[src/rtl/hazard_ctrl_if.sv]
// Decode/execute/writeback side-band bundle seen by the hazard controller.
// master = pipeline driving requests, slave = hazard_ctrl.
interface hazard_ctrl_if;
    logic        issue_valid;
    logic        issue_ready;
    logic [4:0]  rs1;
    logic [4:0]  rs2;
    logic        rs1_use;
    logic        rs2_use;
    logic [4:0]  rd;
    logic        rd_load;
    logic        branch;
    logic [31:0] target;
    logic        retire_valid;
    logic [4:0]  retire_rd;
    logic        redirect;
    logic [31:0] redirect_pc;
    logic        flush;
    logic [31:0] pending;

    modport master (
        output issue_valid, rs1, rs2, rs1_use, rs2_use, rd, rd_load,
        output branch, target, retire_valid, retire_rd,
        input  issue_ready, redirect, redirect_pc, flush, pending
    );

    modport slave (
        input  issue_valid, rs1, rs2, rs1_use, rs2_use, rd, rd_load,
        input  branch, target, retire_valid, retire_rd,
        output issue_ready, redirect, redirect_pc, flush, pending
    );
endinterface

[src/rtl/hazard_ctrl.sv]
// Load-use scoreboard plus branch redirect/flush sequencer.
// Outputs are combinational from registered state and current inputs.
module hazard_ctrl #(
    parameter int unsigned FLUSH_CYCLES = 2
) (
    input logic          aclk,
    input logic          aresetn,
    hazard_ctrl_if.slave hz
);

    typedef enum logic {
        RUN,
        FLUSH
    } state_e;

    localparam logic [2:0] CNT_INIT = 3'(FLUSH_CYCLES - 1);

    state_e      state_q, state_d;
    logic [2:0]  cnt_q, cnt_d;
    logic [31:0] pending_q, pending_d;

    logic in_run;
    logic hazard;
    logic fire;

    always_comb begin
        in_run = (state_q == RUN);
        hazard = (hz.rs1_use & pending_q[hz.rs1] & (hz.rs1 != 5'd0))
               | (hz.rs2_use & pending_q[hz.rs2] & (hz.rs2 != 5'd0));

        hz.issue_ready = in_run & ~hz.branch & ~hazard;
        hz.redirect    = in_run & hz.branch;
        hz.redirect_pc = hz.target;
        hz.flush       = (state_q == FLUSH);
        hz.pending     = pending_q;

        fire = hz.issue_valid & hz.issue_ready;
    end

    always_comb begin
        state_d = state_q;
        cnt_d   = cnt_q;
        unique case (state_q)
            RUN: begin
                if (hz.branch) begin
                    state_d = FLUSH;
                    cnt_d   = CNT_INIT;
                end
            end
            FLUSH: begin
                if (cnt_q == 3'd0) begin
                    state_d = RUN;
                end else begin
                    cnt_d = cnt_q - 3'd1;
                end
            end
            default: begin
                state_d = RUN;
                cnt_d   = 3'd0;
            end
        endcase
    end

    // Clear before set so an issuing load wins over a same-cycle retire.
    always_comb begin
        pending_d = pending_q;
        if (hz.retire_valid) begin
            pending_d[hz.retire_rd] = 1'b0;
        end
        if (fire && hz.rd_load) begin
            pending_d[hz.rd] = 1'b1;
        end
        pending_d[0] = 1'b0;
    end

    always_ff @(posedge aclk) begin
        if (!aresetn) begin
            state_q   <= RUN;
            cnt_q     <= 3'd0;
            pending_q <= 32'd0;
        end else begin
            state_q   <= state_d;
            cnt_q     <= cnt_d;
            pending_q <= pending_d;
        end
    end

endmodule

[src/flat_wrapper.sv]
// flat-port wrapper written by rule: the top's interface ports become plain ports
module hazard_ctrl_flat 
#(
    parameter int unsigned FLUSH_CYCLES = 2
)
  (aclk, aresetn, hz_issue_valid, hz_rs1, hz_rs2, hz_rs1_use, hz_rs2_use, hz_rd, hz_rd_load, hz_branch, hz_target, hz_retire_valid, hz_retire_rd, hz_issue_ready, hz_redirect, hz_redirect_pc, hz_flush, hz_pending);
  hazard_ctrl_if hz_i ();
  input logic aclk;
  input logic aresetn;
  input wire logic [$bits(hz_i.issue_valid)-1:0] hz_issue_valid;
  input wire logic [$bits(hz_i.rs1)-1:0] hz_rs1;
  input wire logic [$bits(hz_i.rs2)-1:0] hz_rs2;
  input wire logic [$bits(hz_i.rs1_use)-1:0] hz_rs1_use;
  input wire logic [$bits(hz_i.rs2_use)-1:0] hz_rs2_use;
  input wire logic [$bits(hz_i.rd)-1:0] hz_rd;
  input wire logic [$bits(hz_i.rd_load)-1:0] hz_rd_load;
  input wire logic [$bits(hz_i.branch)-1:0] hz_branch;
  input wire logic [$bits(hz_i.target)-1:0] hz_target;
  input wire logic [$bits(hz_i.retire_valid)-1:0] hz_retire_valid;
  input wire logic [$bits(hz_i.retire_rd)-1:0] hz_retire_rd;
  output wire logic [$bits(hz_i.issue_ready)-1:0] hz_issue_ready;
  output wire logic [$bits(hz_i.redirect)-1:0] hz_redirect;
  output wire logic [$bits(hz_i.redirect_pc)-1:0] hz_redirect_pc;
  output wire logic [$bits(hz_i.flush)-1:0] hz_flush;
  output wire logic [$bits(hz_i.pending)-1:0] hz_pending;
  assign hz_i.issue_valid = hz_issue_valid;
  assign hz_i.rs1 = hz_rs1;
  assign hz_i.rs2 = hz_rs2;
  assign hz_i.rs1_use = hz_rs1_use;
  assign hz_i.rs2_use = hz_rs2_use;
  assign hz_i.rd = hz_rd;
  assign hz_i.rd_load = hz_rd_load;
  assign hz_i.branch = hz_branch;
  assign hz_i.target = hz_target;
  assign hz_i.retire_valid = hz_retire_valid;
  assign hz_i.retire_rd = hz_retire_rd;
  assign hz_issue_ready = hz_i.issue_ready;
  assign hz_redirect = hz_i.redirect;
  assign hz_redirect_pc = hz_i.redirect_pc;
  assign hz_flush = hz_i.flush;
  assign hz_pending = hz_i.pending;
  hazard_ctrl #(.FLUSH_CYCLES(FLUSH_CYCLES)) u_core (.aclk(aclk), .aresetn(aresetn), .hz(hz_i));
endmodule
[config.mk]
export PLATFORM = sky130hd
export DESIGN_NAME = hazard_ctrl_flat
export DESIGN_NICKNAME = d
export VERILOG_FILES = /design/src/rtl/hazard_ctrl_if.sv /design/src/rtl/hazard_ctrl.sv /design/src/flat_wrapper.sv
export SDC_FILE = /design/constraint.sdc
export NUM_CORES = 1
export LEC_CHECK = 0
export ABC_AREA = 1
export BUFFER_PORTS_ARGS = -buffer_cell sky130_fd_sc_hd__buf_2
export CAP_MARGIN = 20
export CORE_ASPECT_RATIO = 1.1
export CORE_MARGIN = 4
export CORE_UTILIZATION = 51
export CTS_CLUSTER_SIZE = 24
export DETAILED_ROUTE_END_ITERATION = 7
export PLACE_DENSITY_LB_ADDON = 0.25
export SYNTH_ARGS = -nofsm -noshare
export SYNTH_HDL_FRONTEND = slang
export SYNTH_SLANG_ARGS = --single-unit
[constraint.sdc]
create_clock -name aclk -period 2.8 [get_ports aclk]
set_input_delay 0.56 -clock aclk [delete_from_list [all_inputs] [get_ports aclk]]
set_output_delay 0.56 -clock aclk [all_outputs]
set_load 0.05 [all_outputs]
Word level (Yosys, flattened, before mapping) --
Cells that the tools add are included.
Cells by class: multiplexer cells 16, order comparisons 6, $add $sub $neg 1, reduce and logical (&&, ||, !) cells 7, equal/unequal tests 2, bitwise gates (word level) 15
Operator list (count):
- $mux W32 | 2
- $and A32 B32 Y32 | 1
- $not A32 Y32 | 1
- $or A32 B32 Y32 | 1
- $lt A5 B6 Y1 const B | 4
- $bmux W1 S5 | 2
- $demux W1 S5 | 2
- $ge A5 B1 Y1 const B | 2
- $reduce_bool A5 Y1 | 2
- $and A1 B1 Y1 | 8
- $mux W1 | 6
- $mux W3 | 2
- $pmux W3 S2 | 1
- $ne A2 B2 Y1 const B | 2
- $logic_and A1 B1 Y1 | 3
- $logic_not A3 Y1 | 1
- $not A1 Y1 | 3
- $sub A3 B1 Y3 const B | 1
- $pmux W1 S2 | 1
- $reduce_and A2 Y1 | 1
- $or A1 B1 Y1 | 1
Storage, ports and cells: output and inout bits 67, logic and storage cells 51, bits in registers 36

Logic depth before layout (Yosys ltp) --
depth in word-level cells 10, gate-level depth with buffers 15

Least setup slack after synthesis --
No wires, ideal clock.
path type in2out, start point in hz_rs2[0], end point out hz_issue_ready, required time 2.240 ns, path buffers 2, path slack 0.174 ns, data arrival time 2.066 ns, cell stages on the path 9, cell sequence buf_6 -> buf_6 -> o211ai_1 -> nand3_1 -> nand3_1 -> nand2_1 -> nand2_1 -> nand2_2 -> a21oi_1
On the way: word-level cells in the longest chain between the ends 7
RTL lines:
- start: declaration | line flat_wrapper.sv:12 | input wire logic [$bits(hz_i.rs2)-1:0] hz_rs2;
- $bmux W1 S5 | line hazard_ctrl.sv:29 | | (hz.rs2_use & pending_q[hz.rs2] & (hz.rs2 != 5'd0));
- $mux W1 (implied by the code) | line hazard_ctrl.sv:29
- $and A1 B1 Y1 | line hazard_ctrl.sv:29
- $and A1 B1 Y1 (*) | line hazard_ctrl.sv:29
- $or A1 B1 Y1 (*) | line hazard_ctrl.sv:29
- $not A1 Y1 (*) | line hazard_ctrl.sv:31 | hz.issue_ready = in_run & ~hz.branch & ~hazard;
- $and A1 B1 Y1 (*) | line hazard_ctrl.sv:31
- end: declaration | line flat_wrapper.sv:21 | output wire logic [$bits(hz_i.issue_ready)-1:0] hz_issue_ready;
Every way passes the cells marked *; elsewhere a longest branch is shown, timed or not. The select of a mux whose other input is x is not followed.

Worst setup path after layout --
start point in hz_rs1[0], end point out hz_issue_ready
On the way: word-level cells in the longest chain between the ends 7
RTL lines:
- start: declaration | line flat_wrapper.sv:11 | input wire logic [$bits(hz_i.rs1)-1:0] hz_rs1;
- $bmux W1 S5 | line hazard_ctrl.sv:28 | hazard = (hz.rs1_use & pending_q[hz.rs1] & (hz.rs1 != 5'd0))
- $mux W1 (implied by the code) | line hazard_ctrl.sv:28
- $and A1 B1 Y1 | line hazard_ctrl.sv:28
- $and A1 B1 Y1 (*) | line hazard_ctrl.sv:28
- $or A1 B1 Y1 (*) | line hazard_ctrl.sv:29
- $not A1 Y1 (*) | line hazard_ctrl.sv:31
- $and A1 B1 Y1 (*) | line hazard_ctrl.sv:31
Marked as above.

==> results_dict.tcl <==
set metrics [dict create \
    drtIter0Drc 180 \
    pwr-share-seq_pct 43.9 \
    grt_pass1_wl_um 12800 \
    worstMarginPinSlew_ns 0.872 \
    antenna_found_initial 0 \
    syn_to_final_growth_pct 2.97 \
    use_met3_pct 4.25 \
    start_util_pct 54.1 \
    grt_pass1_vias 2654 \
    dp_hpwl_um 6140 \
    synth.top_cell.area_share_pct 25.2 \
    syn_area_um2 2780 \
    rsz0062_at_grt "false" \
    rows 27 \
    cts_buffer_depth 2 \
    worstPathArrival_ns 2.08 \
    slowest_stage "buf_2" \
    synth_edf_count 0 \
    status "completed" \
    avgSynthCellArea_um2 6.34 \
    cp-start-kind "input port" \
    netSwitchingFraction_pct 31.5 \
    ctsRootBufferMaster "clkbuf_8" \
    synth_cell_types 28 \
    die_w_um 78.4 \
    synth_nets 500 \
    finClkSkew_ns 0.00833 \
    hold_path.class "reg2reg" \
    core_region_area_um2 5130 \
    cts_setup_buffers 0 \
    crit_type "in2out" \
    synth.area.top_cells "dfxtp_1, nand2_1, buf_4" \
    fin_crit_sh_pct 94.4 \
    avgRoutedWirePerCell_um 15.2 \
    synth_seq_cells 35 \
    crit_top_cell "nand2_1" \
    gr-usage-all-layers_pct 23.7 \
    gp_congestion 0.980 \
    antenna_left 0 \
    grt_util_met2_pct 40.5 \
    drc 0 \
    dieArea_um2 6690 \
    cts_tree "yes" \
    pwr_density_cell_nw_per_um2 403 \
    relSlewSlack_pct 41.8 \
    htree_levels 2 \
    worst_ir_drop_vdd_mv 0.461 \
    met1_usage_pct 29.7 \
    vias 2934 \
    crit_path_start "hz_rs1[0]" \
    power_leakage_nw 1.30 \
    min_from "u_core.cnt_q[0]" \
    cap_violations 0 \
    hold_viol_final 0 \
    drive_gt1_share_pct 17.9 \
    cp_slowest_stage_delay_ns 0.30 \
    ys.flop_type "dfxtp_1" \
    crit-reg2reg-launch "u_core.hz.pending[18]" \
    synth_most_common_cell "nand2_1" \
    synth_commonest_cells "nand2_1, inv_1, nor2_1" \
    ys_seq_area_share_pct 25.2 \
    die_height_um 85.4 \
    cp-end-kind "output pin" \
    dr.pass1.iters 4 \
    dpl_cell_area_um2 2750 \
    cp_cell_sequence "clkbuf_4 -> inv_2 -> nand2_1 -> nand3_1 -> nand2_1 -> nand2_1 -> nand2_1 -> nor2_1 -> nand2_1 -> nand3_2 -> nand2_2 -> a21oi_1 -> buf_2" \
    grt_max_degree 35 \
    slew_violations 0 \
    setup_violations 0 \
    yosysWarnings 0 \
    required_ns 2.24 \
    tns_ns 0 \
    p_clk_share_pct 35.8 \
    cts_num_sinks 35 \
    fin_crit_ns 2.64 \
    synthArstFlopShare_pct 0 \
    routed_wl_um 8030 \
    worstPathMaxFanout 22 \
    yosys.area.top_type "dfxtp_1" \
    stdcell_area_um2 2860 \
    grt-ovfl-total 0 \
    io_buffers 61 \
    cts_buffers 5 \
    pin_count 127 \
    diodes 0 \
    p_int_mw 0.790 \
    synthCells 438 \
    p_comb_share_pct 20.4 \
    p_sw_mw 0.363 \
    routed_via_density 5.55 \
    worst_skew_pair.late_latency_ns 0.29 \
    layout.nets 518 \
    busiest_layer "met2" \
    fmax_mhz 378 \
    clkTransAtPathRegs_ns 0.07 \
]
## registers in the layout (all words and copies together) (netlist names)
| name | count |
|---|---|
| u_core.cnt_q | 3 |
| u_core.hz.flush | 1 |
| u_core.hz.pending | 31 |
## placed cells by master (no fill, tap or decap), drive strengths merged
master / Yosys / routed
a31oi: 1 / 1
o22ai: 2 / 2
conb: 1 / 1
clkinvlp: 0 / 1
o21ai: 38 / 38
nand3: 49 / 49
nand4: 31 / 31
clkinv: 2 / 2
nor2: 50 / 50
nand2: 78 / 78
clkbuf: 3 / 9
ha: 2 / 2
buf: 48 / 60
dfxtp: 35 / 35
a21oi: 37 / 37
inv: 53 / 53
or2: 1 / 1
o211ai: 7 / 7
## what timing repair did
item,CTS,global route
resized for setup,0,2
hold buffers,0,0
endpoints found under the setup margin,0,1
## kinds of logic after synthesis
kind of cell    synth area share, %
simple gates                   34.4
compound gates                 16.3
other cells                   0.135
flops                          25.2
buf+inv                        23.1
fa+ha+maj                     0.901
## power by group through the flow
stage                     sequential (mW)  clock (mW)  combinational, mW
after global routing                0.506       0.436              0.261
after detailed placement            0.517           0              0.230
after global placement              0.517           0              0.229
final                               0.506       0.412              0.235
after floorplan                     0.525           0              0.304
after CTS                           0.506       0.412              0.231
## through the flow
step	hold WS, ns	utilization [%]	power, mW	setup slack (ns)	std cells
2_1_floorplan	0.453	-	0.829	0.174	438
3_3_place_gp	0.467	53.6	0.746	0.142	521
3_5_place_dp	0.479	53.6	0.747	0.138	521
4_1_cts	0.489	55.6	1.15	0.131	529
5_1_grt	0.534	55.7	1.20	0.0278	529
6_report	0.488	55.7	1.15	0.158	529
## layer usage
layer,wire (um),vias to the layer above
met5,0,-
met4,148,0
met3,615,22
met2,3830,124
met1,3430,1322
li1,-,1466
## cell type report
cell class,instances,area [um^2]
multi-input combinational,297,1440
timing repair buffer,62,318
sequential,35,701
fill,566,2270
tap,72,90.1
clock buffer,7,96.3
clock inverter,1,7.51
inverter,55,211
## final timing paths
kind | depth (start not counted) | slack, ns | endpoint
setup / recovery | 13 | 0.16 | hz_issue_ready
hold / removal | 2 | 0.49 | u_core.cnt_q[0]
hold reg to reg | 2 | 0.49 | u_core.cnt_q[0]
setup reg to reg | 13 | 1.12 | u_core.hz.pending[13]
## worst max-delay path: cells and delay by family
kind | cells | cell delay, ns
AOI/OAI and AO/OA | 1 | 0.20
and+or+nand+nor | 9 | 0.58
buffers and inverters | 3 | 0.73
Note: power is estimated with default switching activity, not from simulation.
